File: src/rtl/qdiv_arbiter.sv
// qdiv_arbiter: round-robin front end that shares one sequential qdiv divider
// between NREQ requesters. Captures the winner's operands, pulses div_start,
// waits out the divider's fixed latency and returns the tagged quotient.
// Optional feature macro: QDIV_ARB_DIVZERO_EN (zero-divisor bypass with
// saturated result and rsp_divzero flag).
module qdiv_arbiter #(
  parameter int Q           = 15,
  parameter int N           = 32,
  parameter int NREQ        = 4,
  parameter int IDW         = 2,
  parameter int DIV_LATENCY = N + Q
) (
  input  logic              clk,
  input  logic              rst,
  input  logic [NREQ-1:0]   req_valid,
  output logic [NREQ-1:0]   req_ready,
  input  logic [NREQ*N-1:0] req_dividend,
  input  logic [NREQ*N-1:0] req_divisor,
  output logic [N-1:0]      div_dividend,
  output logic [N-1:0]      div_divisor,
  output logic              div_start,
  input  logic [N-1:0]      div_quotient,
  output logic              rsp_valid,
  input  logic              rsp_ready,
  output logic [IDW-1:0]    rsp_id,
  output logic [N-1:0]      rsp_quotient,
`ifdef QDIV_ARB_DIVZERO_EN
  output logic              rsp_divzero,
`endif
  output logic              busy
);

  localparam int CW = $clog2(DIV_LATENCY + 1);

  typedef enum logic [1:0] {S_IDLE, S_LAUNCH, S_WAIT, S_RESP} state_t;

  state_t                  r_state;
  logic [CW-1:0]           r_cnt;
  logic [IDW-1:0]          r_rr_ptr;
  logic                    r_rr_vld;   // 0 until the first grant: search then starts at 0
  logic [IDW-1:0]          r_id;
  logic [IDW-1:0]          r_rsp_id;
  logic                    r_div_start;
  logic                    r_rsp_valid;
  logic                    r_busy;
  logic [N-1:0]            r_div_a;
  logic [N-1:0]            r_div_b;
  logic [N-1:0]            r_rsp_q;
`ifdef QDIV_ARB_DIVZERO_EN
  logic                    r_rsp_dz;
`endif

  logic [NREQ-1:0][N-1:0]  w_dvd;
  logic [NREQ-1:0][N-1:0]  w_dvs;
  int                      w_base;
  logic                    w_found;
  logic [IDW-1:0]          w_g;
  logic [IDW-1:0]          w_idx;
  logic [N-1:0]            w_a;
  logic [N-1:0]            w_b;

  assign w_dvd = req_dividend;
  assign w_dvs = req_divisor;

  // Round-robin search: first valid requester upward (with wrap) from rr_ptr+1
  always_comb begin
    w_base  = 0;
    w_found = 1'b0;
    w_g     = '0;
    w_idx   = '0;
    if (r_rr_vld) w_base = (int'(r_rr_ptr) + 1) % NREQ;
    for (int k = 0; k < NREQ; k++) begin
      w_idx = IDW'((w_base + k) % NREQ);
      if (!w_found && req_valid[w_idx]) begin
        w_found = 1'b1;
        w_g     = w_idx;
      end
    end
    w_a = w_dvd[w_g];
    w_b = w_dvs[w_g];
  end

  // Ready is only offered from IDLE, and never while reset is asserted
  always_comb begin
    req_ready = '0;
    if (!rst && r_state == S_IDLE && w_found) req_ready[w_g] = 1'b1;
  end

  // Control FSM: capture -> launch divider -> count latency -> hold response
  always_ff @(posedge clk or posedge rst) begin
    if (rst) begin
      r_state     <= S_IDLE;
      r_cnt       <= '0;
      r_rr_ptr    <= '0;
      r_rr_vld    <= 1'b0;
      r_id        <= '0;
      r_rsp_id    <= '0;
      r_div_start <= 1'b0;
      r_rsp_valid <= 1'b0;
      r_busy      <= 1'b0;
      r_div_a     <= '0;
      r_div_b     <= '0;
      r_rsp_q     <= '0;
`ifdef QDIV_ARB_DIVZERO_EN
      r_rsp_dz    <= 1'b0;
`endif
    end else begin
      r_div_start <= 1'b0;
      case (r_state)
        S_IDLE: begin
          if (w_found) begin
            r_div_a  <= w_a;
            r_div_b  <= w_b;
            r_id     <= w_g;
            r_rr_ptr <= w_g;
            r_rr_vld <= 1'b1;
            r_busy   <= 1'b1;
`ifdef QDIV_ARB_DIVZERO_EN
            if (w_b[N-2:0] == '0) begin
              // Zero magnitude divisor: answer directly with a saturated quotient
              r_state     <= S_RESP;
              r_rsp_valid <= 1'b1;
              r_rsp_id    <= w_g;
              r_rsp_q     <= {w_a[N-1] ^ w_b[N-1], {(N-1){1'b1}}};
              r_rsp_dz    <= 1'b1;
            end else
`endif
            begin
              r_state     <= S_LAUNCH;
              r_div_start <= 1'b1;
            end
          end
        end
        S_LAUNCH: begin
          r_cnt   <= CW'(DIV_LATENCY - 1);
          r_state <= S_WAIT;
        end
        S_WAIT: begin
          if (r_cnt == '0) begin
            r_rsp_q     <= div_quotient;
            r_rsp_valid <= 1'b1;
            r_rsp_id    <= r_id;
`ifdef QDIV_ARB_DIVZERO_EN
            r_rsp_dz    <= 1'b0;
`endif
            r_state     <= S_RESP;
          end else begin
            r_cnt <= r_cnt - 1'b1;
          end
        end
        S_RESP: begin
          if (rsp_ready) begin
            r_rsp_valid <= 1'b0;
            r_busy      <= 1'b0;
            r_state     <= S_IDLE;
          end
        end
        default: r_state <= S_IDLE;
      endcase
    end
  end

  assign div_dividend = r_div_a;
  assign div_divisor  = r_div_b;
  assign div_start    = r_div_start;
  assign rsp_valid    = r_rsp_valid;
  assign rsp_id       = r_rsp_id;
  assign rsp_quotient = r_rsp_q;
  assign busy         = r_busy;
`ifdef QDIV_ARB_DIVZERO_EN
  assign rsp_divzero  = r_rsp_dz;
`endif

endmodule

File: config.mk
export PLATFORM = sky130hd
export DESIGN_NAME = qdiv_arbiter
export DESIGN_NICKNAME = d
export VERILOG_FILES = /design/src/rtl/qdiv_arbiter.sv
export SDC_FILE = /design/constraint.sdc
export NUM_CORES = 1
export LEC_CHECK = 0
export ABC_AREA = 1
export CAP_MARGIN = 0
export CORE_AREA = 5 5 153 155
export CTS_CLUSTER_DIAMETER = 80
export DETAILED_ROUTE_END_ITERATION = 6
export DIE_AREA = 0 0 158 160
export GPL_TIMING_DRIVEN = 0
export HOLD_SLACK_MARGIN = 0.12
export PLACE_DENSITY = 0.8
export SYNTH_ARGS = -nofsm -noshare
export SYNTH_HDL_FRONTEND = slang
export SYNTH_SLANG_ARGS = --single-unit
File: constraint.sdc
create_clock -name clk -period 8.3 [get_ports clk]
set_input_delay 0.83 -clock clk [delete_from_list [all_inputs] [get_ports clk]]
set_output_delay 0.83 -clock clk [all_outputs]
set_load 0.005 [all_outputs]
==> impl_metrics.json, run 1 <==
{
  "die_height_um": 160,
  "stdcell_area_sq_mm": 0.0119,
  "timing.reg2reg.worst_path_depth": 13,
  "crit_path_top_delay_cell": "sky130_fd_sc_hd__clkdlybuf4s50_1",
  "timing.rr.end": "div_dividend[10]",
  "critical_path.endpoint": "req_ready[1]",
  "vias_per_cell": 4.87,
  "crit_path_start": "req_valid[0]",
  "synthesis.instances": 1125,
  "post-route-period-util": 0.539,
  "synth-async-reset-ratio": 1.00,
  "antenna_found_initial": 2,
  "placementRows": 54,
  "die-area_sq_mm": 0.0253,
  "synthesis.area_per_instance_sq_um": 6.45,
  "transition_time_of_the_tightest_slew_check_pin_ns": 0.934,
  "post_cts.resized_instances": 0,
  "cts_max_path_buffers": 2,
  "synth.top_cell.area_share": 0.386,
  "synthTopCellsByCount": "sky130_fd_sc_hd__nand2_1 (682), sky130_fd_sc_hd__nand3_1 (145), sky130_fd_sc_hd__dfrtp_1 (112)",
  "postCtsSetupRepairBufs": 0,
  "critPathRequiredTime_ns": 7.47,
  "fin_util": 0.551,
  "initial_utilization": 0.335,
  "detail_route.drc_violations": 0,
  "path_class": "input port to primary output",
  "ant_nets_after_route": 0,
  "num_vias": 8867,
  "dominant_delay_contributor_by_cell_family_on_the_critical_path": "buffers and inverters",
  "hold_buffers": 0,
  "io-pin-count": 400,
  "post-synth-top-count-cell": "sky130_fd_sc_hd__nand2_1",
  "ys_warn_count": 0,
  "syn-num-nets": 1426,
  "grt_usage": 0.256,
  "clock_tree.root_cell": "sky130_fd_sc_hd__clkbuf_16",
  "die_w_um": 158,
  "ys.flop_type": "sky130_fd_sc_hd__dfrtp_1",
  "power.density_mw_per_mm2": 410,
  "cts_htree_levels": 3,
  "tritoncts": "done",
  "wirelength_um": 33600,
  "drive_gt1_frac": 0.0772,
  "totalPowerFinal_w": 0.00490,
  "timing.slew.headroom": 0.377,
  "grt_max_degree": 75,
  "maxSlewViolCount": 0,
  "worstPathCellList": "clkdlybuf4s50_1 -> inv_1 -> nand3_1 -> nand2_1 -> nand2_1 -> nand2_1 -> nand3_1 -> nor2_1 -> nor2_2 -> buf_2 -> nand2_1 -> nor3_1 -> clkdlybuf4s50_1",
  "min-delay-path-class": "flop to flop",
  "highest_achievable_clock_rate_mhz": 223,
  "grt_pass1_vias": 8947,
  "seqCellArea_sq_mm": 0.00280,
  "ys_types": 22,
  "route.detailed.wl_per_inst_um": 18.4,
  "timing.critical_path.to_type": "primary output",
  "cts_inserted_buffers": 9,
  "path_depth": 13,
  "rrSetupSlack_ns": 5.57,
  "placed_cell_area_sq_mm": 0.0116,
  "detailed_place_hpwl_um": 26500,
  "slowest_delay_ns": 0.55,
  "finalHoldViolations": 0,
  "totalNegativeSetupSlack_ns": 0,
  "cp_max_fo": 10,
  "post-route-min-period_ns": 4.48,
  "initialDrtViolationCount": 374,
  "finish.net_count": 1837,
  "skew_ns": 0.0139,
  "coreArea_sq_mm": 0.0217,
  "start_kind": "input port",
  "worst_path_most_repeated_cell": "sky130_fd_sc_hd__nand2_1",
  "clkSlewWorstSetupHoldPaths_ns": 0.07,
  "final_hold_slack_ns": 0.480,
  "synth_edf_count": 0,
  "drt-pass1-iter-count": 5,
  "fill_cells": 2115,
  "r2r-start": "r_rr_vld",
  "globalRouteOverflowTotal": 0,
  "multiInputGateArea_sq_mm": 0.00396,
  "port-buffer-count": 399,
  "worst_skew_pair.late_latency_ns": 0.37,
  "synth-seq-area-share": 0.386,
  "syn-cell-area_sq_mm": 0.00726,
  "worst_ep_arrival_time_ns": 3.65,
  "postSynthRegisterBits": 112,
  "first_pass_grt_wire_length_um": 49900,
  "power_leakage_nw": 6.03,
  "areaGrowthSynthToFinish_pct": 64.6,
  "worst-path-buf-inv": 4,
  "run_status": "finished clean",
  "synth_top_cell_by_area": "sky130_fd_sc_hd__dfrtp_1",
  "cap_viol_max_count": 0,
  "setup_repair_after_global_routing_missed_its_margin": "no",
  "top_cells_by_area_in_the_synthesized_netlist": "sky130_fd_sc_hd__dfrtp_1 (39%), sky130_fd_sc_hd__nand2_1 (35%), sky130_fd_sc_hd__nand3_1 (10%)",
  "routabilityCongestion": 0.903,
  "timing.final.setup_violations": 0,
  "worst_ir_drop_vdd_mv": 0.216,
  "cts.sinks": 112
}
==> state kept, by name, indices dropped and copies added, names as in the netlist <==
name          count
div_dividend     32
div_divisor      32
rsp_quotient     32
r_cnt             6
r_id              2
r_state           2
rsp_id            2
busy              1
div_start         1
r_rr_vld          1
rsp_valid         1
==> per-layer routing <==
layer | up-vias | track usage | routed length (um)
li1 | 4337 | - | -
met1 | 4033 | 0.297 | 13000
met2 | 426 | 0.443 | 16100
met3 | 69 | 0.0666 | 3210
met4 | 2 | 0.109 | 1340
met5 | - | 0 | 7
==> cells in the final DEF, fill, tap and decap left out, types with 2 or more instances in the layout <==
cell	n
sky130_fd_sc_hd__nand2_1	682
sky130_fd_sc_hd__buf_4	13
sky130_fd_sc_hd__nand2_2	3
sky130_fd_sc_hd__inv_8	2
sky130_fd_sc_hd__nor2_1	7
sky130_fd_sc_hd__buf_2	41
sky130_fd_sc_hd__clkinvlp_4	2
sky130_fd_sc_hd__inv_1	20
sky130_fd_sc_hd__nor2_2	2
sky130_fd_sc_hd__nand4_1	3
sky130_fd_sc_hd__nand3_1	145
sky130_fd_sc_hd__inv_6	3
sky130_fd_sc_hd__o21ai_0	15
sky130_fd_sc_hd__clkbuf_16	9
sky130_fd_sc_hd__clkdlybuf4s50_1	399
sky130_fd_sc_hd__inv_2	8
sky130_fd_sc_hd__ha_1	6
sky130_fd_sc_hd__mux2_2	32
sky130_fd_sc_hd__nor3_1	7
sky130_fd_sc_hd__clkbuf_1	17
sky130_fd_sc_hd__a21oi_1	6
sky130_fd_sc_hd__dfrtp_1	112
==> worst min-delay path, stage by stage (launching register included) <==
cell and delay (ns):
sky130_fd_sc_hd__dfrtp_1 0.34, sky130_fd_sc_hd__nand2_1 0.05, sky130_fd_sc_hd__nand2_1 0.05
==> stage by stage <==
stage	worst slack, ns	instances
floorplan	3.60	1125
global placement	1.42	1804
detailed placement	3.83	1805
CTS	3.82	1821
global route	3.59	1822
finish	3.82	1822
==> how the worst min path moves through the flow <==
stage	cells after the start	end	slack [ns]	from
final	2	div_dividend[3]	0.48	div_dividend[3]
after global routing	2	div_dividend[24]	0.50	div_dividend[24]
after CTS	2	div_dividend[3]	0.48	div_dividend[3]
after detailed placement	2	div_dividend[20]	0.46	div_dividend[20]
after global placement	2	div_dividend[10]	0.46	div_dividend[10]
after floorplan	1	r_cnt[0]	0.46	r_cnt[0]
==> area by class of cell <==
class / count / area share
multi-input combinational: 911 / 0.332
tap: 280 / 0.0293
inverter: 29 / 0.00953
clock inverter: 7 / 0.00712
timing repair buffer: 400 / 0.337
antenna: 1 / 0.000209
clock buffer: 9 / 0.0189
buffer: 73 / 0.0319
sequential: 112 / 0.235
==> power breakdown <==
| part | total (W) | internal, W | switching (W) |
|---|---|---|---|
| clock | 0.000476 | 0.000242 | 0.000235 |
| combinational | 0.00349 | 0.00135 | 0.00213 |
| sequential | 0.000935 | 0.000796 | 0.000139 |
| total | 0.00490 | 0.00239 | 0.00251 |
==> cell families after synthesis <==
kind of cell | count (synthesis) | share of synthesized area
buffers and inverters | 102 | 0.0676
multiplexers | 32 | 0.0497
AND/OR/NAND/NOR | 852 | 0.472
AO/OA/AOI/OAI | 21 | 0.0145
adder cells (fa/ha/maj) | 6 | 0.0103
flip-flops | 112 | 0.386
No activity file was read; power rests on OpenSTA's default activity.
==> run 2, diff against run 1 <==
--- a/config.mk
+++ b/config.mk
@@ -13,7 +13,7 @@
 export DIE_AREA = 0 0 158 160
 export GPL_TIMING_DRIVEN = 0
 export HOLD_SLACK_MARGIN = 0.12
-export PLACE_DENSITY = 0.8
+export PLACE_DENSITY = 0.83
 export SYNTH_ARGS = -nofsm -noshare
 export SYNTH_HDL_FRONTEND = slang
 export SYNTH_SLANG_ARGS = --single-unit
==> constraint.sdc (replaced) <==
create_clock -name clk -period 3.6 [get_ports clk]
set_input_delay 0.36 -clock clk [delete_from_list [all_inputs] [get_ports clk]]
set_output_delay 0.36 -clock clk [all_outputs]
set_load 0.005 [all_outputs]
==> impl_metrics.json, run 2 (synthesized netlist as in run 1, its figures left out) <==
{
  "wirelength_um": 33300,
  "slowest_delay_ns": 0.55,
  "antenna_found_initial": 2,
  "tritoncts": "done",
  "cp_max_fo": 15,
  "grt_usage": 0.253,
  "worst_path_most_repeated_cell": "sky130_fd_sc_hd__nand2_1",
  "timing.critical_path.to_type": "primary output",
  "worst_slack_after_detailed_placement_ns": 0.0657,
  "setup_repair_after_global_routing_missed_its_margin": "no",
  "die_height_um": 160,
  "die-area_sq_mm": 0.0253,
  "cts.sinks": 112,
  "io-pin-count": 400,
  "transition_time_of_the_tightest_slew_check_pin_ns": 0.842,
  "finish.net_count": 1836,
  "cts_htree_levels": 3,
  "detailed_place_hpwl_um": 26600,
  "route.detailed.wl_per_inst_um": 18.3,
  "drt-pass1-iter-count": 5,
  "start_kind": "flop",
  "cts_inserted_buffers": 9,
  "timing.slew.headroom": 0.438,
  "worst_ir_drop_vdd_mv": 0.489,
  "finalHoldViolations": 0,
  "finalWorstSetupSlack_ns": 0.269,
  "port-buffer-count": 399,
  "cap_viol_max_count": 0,
  "detail_route.drc_violations": 0,
  "initial_utilization": 0.335,
  "crit_path_top_delay_cell": "sky130_fd_sc_hd__clkdlybuf4s50_1",
  "worst_ep_arrival_time_ns": 2.97,
  "critPathRequiredTime_ns": 3.24,
  "worst-path-buf-inv": 4,
  "clkSlewWorstSetupHoldPaths_ns": 0.09,
  "worst_skew_pair.late_latency_ns": 0.35,
  "vias_per_cell": 4.93,
  "die_w_um": 158,
  "path_class": "flop to primary output",
  "cts_max_path_buffers": 2,
  "placementRows": 54,
  "drive_gt1_frac": 0.0773,
  "dominant_delay_contributor_by_cell_family_on_the_critical_path": "simple AND/OR/NAND/NOR gates",
  "globalRouteOverflowTotal": 0,
  "num_vias": 8976,
  "highest_achievable_clock_rate_mhz": 300,
  "min-delay-path-class": "flop to flop",
  "post-route-min-period_ns": 3.33,
  "post-route-period-util": 0.925,
  "place.detailed.instances": 1806,
  "ant_nets_after_route": 0,
  "most_frequent_standard_cell_in_the_layout_excluding_fill_and_tap_cells": "sky130_fd_sc_hd__nand2_1",
  "areaGrowthSynthToFinish_pct": 65.0,
  "power.density_mw_per_mm2": 939,
  "timing.final.setup_violations": 0,
  "fill_cells": 2081,
  "initialDrtViolationCount": 473,
  "maxSlewViolCount": 0,
  "grt_pass1_vias": 9014,
  "routabilityCongestion": 0.910,
  "layout_common_cells": "sky130_fd_sc_hd__nand2_1 (682), sky130_fd_sc_hd__clkdlybuf4s50_1 (399), sky130_fd_sc_hd__nand3_1 (145), sky130_fd_sc_hd__dfrtp_1 (111), sky130_fd_sc_hd__buf_2 (39)",
  "run_status": "finished clean",
  "clock_tree.root_cell": "sky130_fd_sc_hd__clkbuf_16",
  "worstPathCellList": "inv_2 -> nand2_1 -> nand2_1 -> nand2_1 -> nand2_1 -> nand2_2 -> nand3_1 -> nand3_1 -> nand2_8 -> buf_4 -> inv_2 -> nor3_1 -> clkdlybuf4s50_1",
  "skew_ns": 0.00929,
  "coreArea_sq_mm": 0.0217,
  "first_pass_grt_wire_length_um": 49600,
  "post_layout_nonfiller_instances": 1821,
  "grt_max_degree": 42,
  "power_leakage_nw": 6.03
}
==> run 2: changes by cell type in the layout (fill, tap and decap cells not counted), sizes merged <==
cell and delta:
buf -1, clkinv +2, inv -2
==> run 2: through the flow <==
| stage | TNS [ns] | hold WS (ns) | instance area [sq um] | power, W | utilization |
|---|---|---|---|---|---|
| final | 0 | 0.483 | 12000 | 0.0112 | 0.552 |
| after global routing | 0 | 0.511 | 12000 | 0.0123 | 0.552 |
| after CTS | 0 | 0.487 | 12000 | 0.0113 | 0.551 |
| after detailed placement | 0 | 0.464 | 11600 | 0.0102 | 0.537 |
| after global placement | -4.19 | 0.461 | 11600 | 0.0100 | 0.535 |
| after floorplan | 0 | 0.459 | 7260 | 0.00682 | - |
==> run 2: worst min-delay path: cells and delay by family, from the launching register on <==
kind	cells	cell delay, ns
flops	1	0.35
simple gates	2	0.10
==> run 2: path summary, 6_finish.rpt <==
kind                                       start          endpoint  slack [ns]  depth (start not counted)
worst min-delay path            div_dividend[25]  div_dividend[25]        0.48                          2
min in group asynchronous                    rst  rsp_quotient[25]        0.51                          2
max in group asynchronous                    rst  div_dividend[21]        2.39                          3
worst max-delay path                     r_id[0]      req_ready[2]        0.27                         13
worst min register to register  div_dividend[25]  div_dividend[25]        0.48                          2
worst max register to register           r_id[0]   div_dividend[5]        0.90                         16
==> run 2: what timing repair did <==
action                                  in CTS  in global routing
hold buffers                                 0                  0
buffers inserted                             0                  0
gates resized for setup                      1                  6
endpoints found under the setup margin       4                  4
gates cloned                                 0                  0
==> run 2: where the power goes <==
| group | switching [W] | internal [W] | total [W] |
|---|---|---|---|
| combinational | 0.00488 | 0.00312 | 0.00800 |
| sequential | 0.000326 | 0.00184 | 0.00216 |
| clock | 0.000523 | 0.000557 | 0.00108 |
==> run 2: layer usage <==
metal	vias to the layer above	global-route usage	share of wire	routed length (um)
met5	-	0	0.00033	11
met4	2	0.0791	0.029	967
met3	62	0.0685	0.10	3420
met2	481	0.451	0.50	16600
met1	4097	0.291	0.37	12300
li1	4334	-	-	-
==> run 2: cell type report <==
cell class                 instances  area (sq um)  share of cell area
timing repair buffer             401          4030               0.337
multi-input combinational        911          3980               0.333
sequential                       112          2800               0.234
buffer                            71           375              0.0314
tap                              280           350              0.0293
clock buffer                       9           225              0.0188
inverter                          29           113             0.00941
clock inverter                     7          86.3             0.00721
antenna                            1          2.50            0.000209
==> run 3, diff against run 2 <==
--- a/config.mk
+++ b/config.mk
@@ -7,13 +7,14 @@
 export LEC_CHECK = 0
 export ABC_AREA = 1
 export CAP_MARGIN = 0
-export CORE_AREA = 5 5 153 155
+export CORE_AREA = 5 5 150 152
 export CTS_CLUSTER_DIAMETER = 80
 export DETAILED_ROUTE_END_ITERATION = 6
-export DIE_AREA = 0 0 158 160
+export DIE_AREA = 0 0 155 157
+export DONT_BUFFER_PORTS = 1
 export GPL_TIMING_DRIVEN = 0
 export HOLD_SLACK_MARGIN = 0.12
-export PLACE_DENSITY = 0.83
+export PLACE_DENSITY = 0.59
 export SYNTH_ARGS = -nofsm -noshare
 export SYNTH_HDL_FRONTEND = slang
 export SYNTH_SLANG_ARGS = --single-unit
==> impl_metrics.json, run 3 (synthesized netlist as in run 1, its figures left out) <==
{
  "critPathRequiredTime_ns": 3.24,
  "wirelength_um": 30000,
  "r2r-start": "r_id[0]",
  "layout_common_cells": "sky130_fd_sc_hd__nand2_1 (682), sky130_fd_sc_hd__nand3_1 (145), sky130_fd_sc_hd__dfrtp_1 (112), sky130_fd_sc_hd__buf_2 (41), sky130_fd_sc_hd__mux2_2 (32)",
  "crit_path_start": "r_id[0]",
  "timing.final.setup_violations": 0,
  "final_hold_slack_ns": 0.142,
  "timing.slew.headroom": 0.557,
  "finalHoldViolations": 0,
  "power_leakage_nw": 4.50,
  "stdcell_area_sq_mm": 0.00798,
  "finalWorstSetupSlack_ns": 0.466,
  "ant_nets_after_route": 0,
  "port-buffer-count": 0,
  "skew_ns": 0.0105,
  "postCtsSetupRepairBufs": 0,
  "cts.sinks": 112,
  "die-area_sq_mm": 0.0243,
  "start_kind": "flop",
  "initialDrtViolationCount": 445,
  "highest_achievable_clock_rate_mhz": 319,
  "placementRows": 53,
  "clock_tree.root_cell": "sky130_fd_sc_hd__clkbuf_16",
  "post-route-min-period_ns": 3.13,
  "transition_time_of_the_tightest_slew_check_pin_ns": 0.664,
  "clkSlewWorstSetupHoldPaths_ns": 0.08,
  "detail_route.drc_violations": 0,
  "placed_cell_area_sq_mm": 0.00766,
  "die_height_um": 157,
  "worst_slack_after_detailed_placement_ns": 0.749,
  "finish.net_count": 1441,
  "drt-pass1-iter-count": 5,
  "maxSlewViolCount": 0,
  "rrSetupSlack_ns": 1.03,
  "worst_skew_pair.late_latency_ns": 0.36,
  "detailed_place_hpwl_um": 23600,
  "routabilityCongestion": 0.888,
  "timing.critical_path.to_type": "primary output",
  "cts_inserted_buffers": 9,
  "tritoncts": "done",
  "io-pin-count": 400,
  "vias_per_cell": 5.20,
  "die_w_um": 155,
  "coreArea_sq_mm": 0.0209,
  "worst_hold_startpoint": "div_quotient[7]",
  "timing.reg2reg.worst_path_depth": 13,
  "hold_end": "rsp_quotient[7]",
  "most_frequent_standard_cell_in_the_layout_excluding_fill_and_tap_cells": "sky130_fd_sc_hd__nand2_1",
  "worst_ep_arrival_time_ns": 2.77,
  "cap_viol_max_count": 0,
  "route.detailed.wl_per_inst_um": 21.1,
  "min-delay-path-class": "input port to flop",
  "globalRouteOverflowTotal": 0,
  "grt_pass1_vias": 7023,
  "setup_repair_after_global_routing_missed_its_margin": "no",
  "timing.hold.worst_path_depth": 1,
  "timing.rr.end": "div_dividend[8]",
  "post-route-period-util": 0.870,
  "first_pass_grt_wire_length_um": 42600,
  "power.density_mw_per_mm2": 1230,
  "cts_htree_levels": 3,
  "antenna_found_initial": 2,
  "grt_usage": 0.232,
  "cp_max_fo": 10,
  "drive_gt1_frac": 0.106,
  "cts_max_path_buffers": 2,
  "path_class": "flop to primary output",
  "worst_ir_drop_vdd_mv": 0.469,
  "grt_max_degree": 34,
  "initial_utilization": 0.347,
  "num_vias": 7395,
  "areaGrowthSynthToFinish_pct": 9.92,
  "run_status": "finished clean"
}
-- run 3: cell types whose count changed in the layout (fill, tap and decap cells not counted), sizes merged --
cell           delta
buf               +3
bufinv            -1
clkbuf            +1
clkdlybuf4s50   -399
clkinv            +1
clkinvlp          -1
diode             +1
dlygate4sd3       +1
-- run 3: metal layers --
metal,GRT usage,vias to the layer above,routed length [um]
met1,0.282,3440,11400
met2,0.404,378,15000
met5,0,-,0
met3,0.0621,34,2870
met4,0.0723,0,655
li1,-,3543,-
-- run 3: repair_timing --
action                                 in CTS  in global routing
hold buffers                                1                  0
resized for setup                           0                  0
endpoints found under the hold margin      21                  0
-- run 3: worst max-delay path, stage by stage, from the launching register on --
cell and delay, ns:
sky130_fd_sc_hd__dfrtp_1 0.41, sky130_fd_sc_hd__inv_2 0.12, sky130_fd_sc_hd__nand2_1 0.13, sky130_fd_sc_hd__nand2_1 0.09, sky130_fd_sc_hd__nand2_1 0.10, sky130_fd_sc_hd__nand2_1 0.10, sky130_fd_sc_hd__nand2_2 0.08, sky130_fd_sc_hd__nand3_1 0.08
sky130_fd_sc_hd__nor2_1 0.07, sky130_fd_sc_hd__nor2_2 0.37, sky130_fd_sc_hd__buf_2 0.39, sky130_fd_sc_hd__nand2_1 0.18, sky130_fd_sc_hd__nor3_1 0.30
-- run 3: layout make-up --
| cell class | count | area, sq um |
|---|---|---|
| diodes | 2 | 5.00 |
| plain buffers | 73 | 382 |
| clock buffers | 10 | 239 |
| clock inverters | 6 | 57.6 |
| fillers | 2343 | 12900 |
| inverters | 29 | 113 |
| multi-input cells | 911 | 3960 |
| flip-flops and latches | 112 | 2800 |
| well taps | 275 | 344 |
| repair buffers | 4 | 70.1 |
-- run 3: power breakdown --
group	total (W)	internal (W)	switching, W
Clock	0.00103	0.000507	0.000521
Sequential	0.00235	0.00184	0.000516
Combinational	0.00644	0.00203	0.00440
-- run 3: how the worst max path moves through the flow --
stage                   endpoint  slack, ns
floorplan           req_ready[0]       0.78
global placement    req_ready[1]      -0.17
detailed placement  req_ready[1]       0.75
CTS                 req_ready[1]       0.34
global route        req_ready[1]       0.19
finish              req_ready[1]       0.47
-- run 3: per-stage QoR --
stage	utilization	power (W)	std cells	TNS, ns
2_1_floorplan	-	0.00682	1125	0
3_3_place_gp	0.364	0.00885	1400	-0.626
3_5_place_dp	0.367	0.00890	1403	0
4_1_cts	0.382	0.00997	1420	0
5_1_grt	0.382	0.0109	1422	0
6_report	0.382	0.00982	1422	0
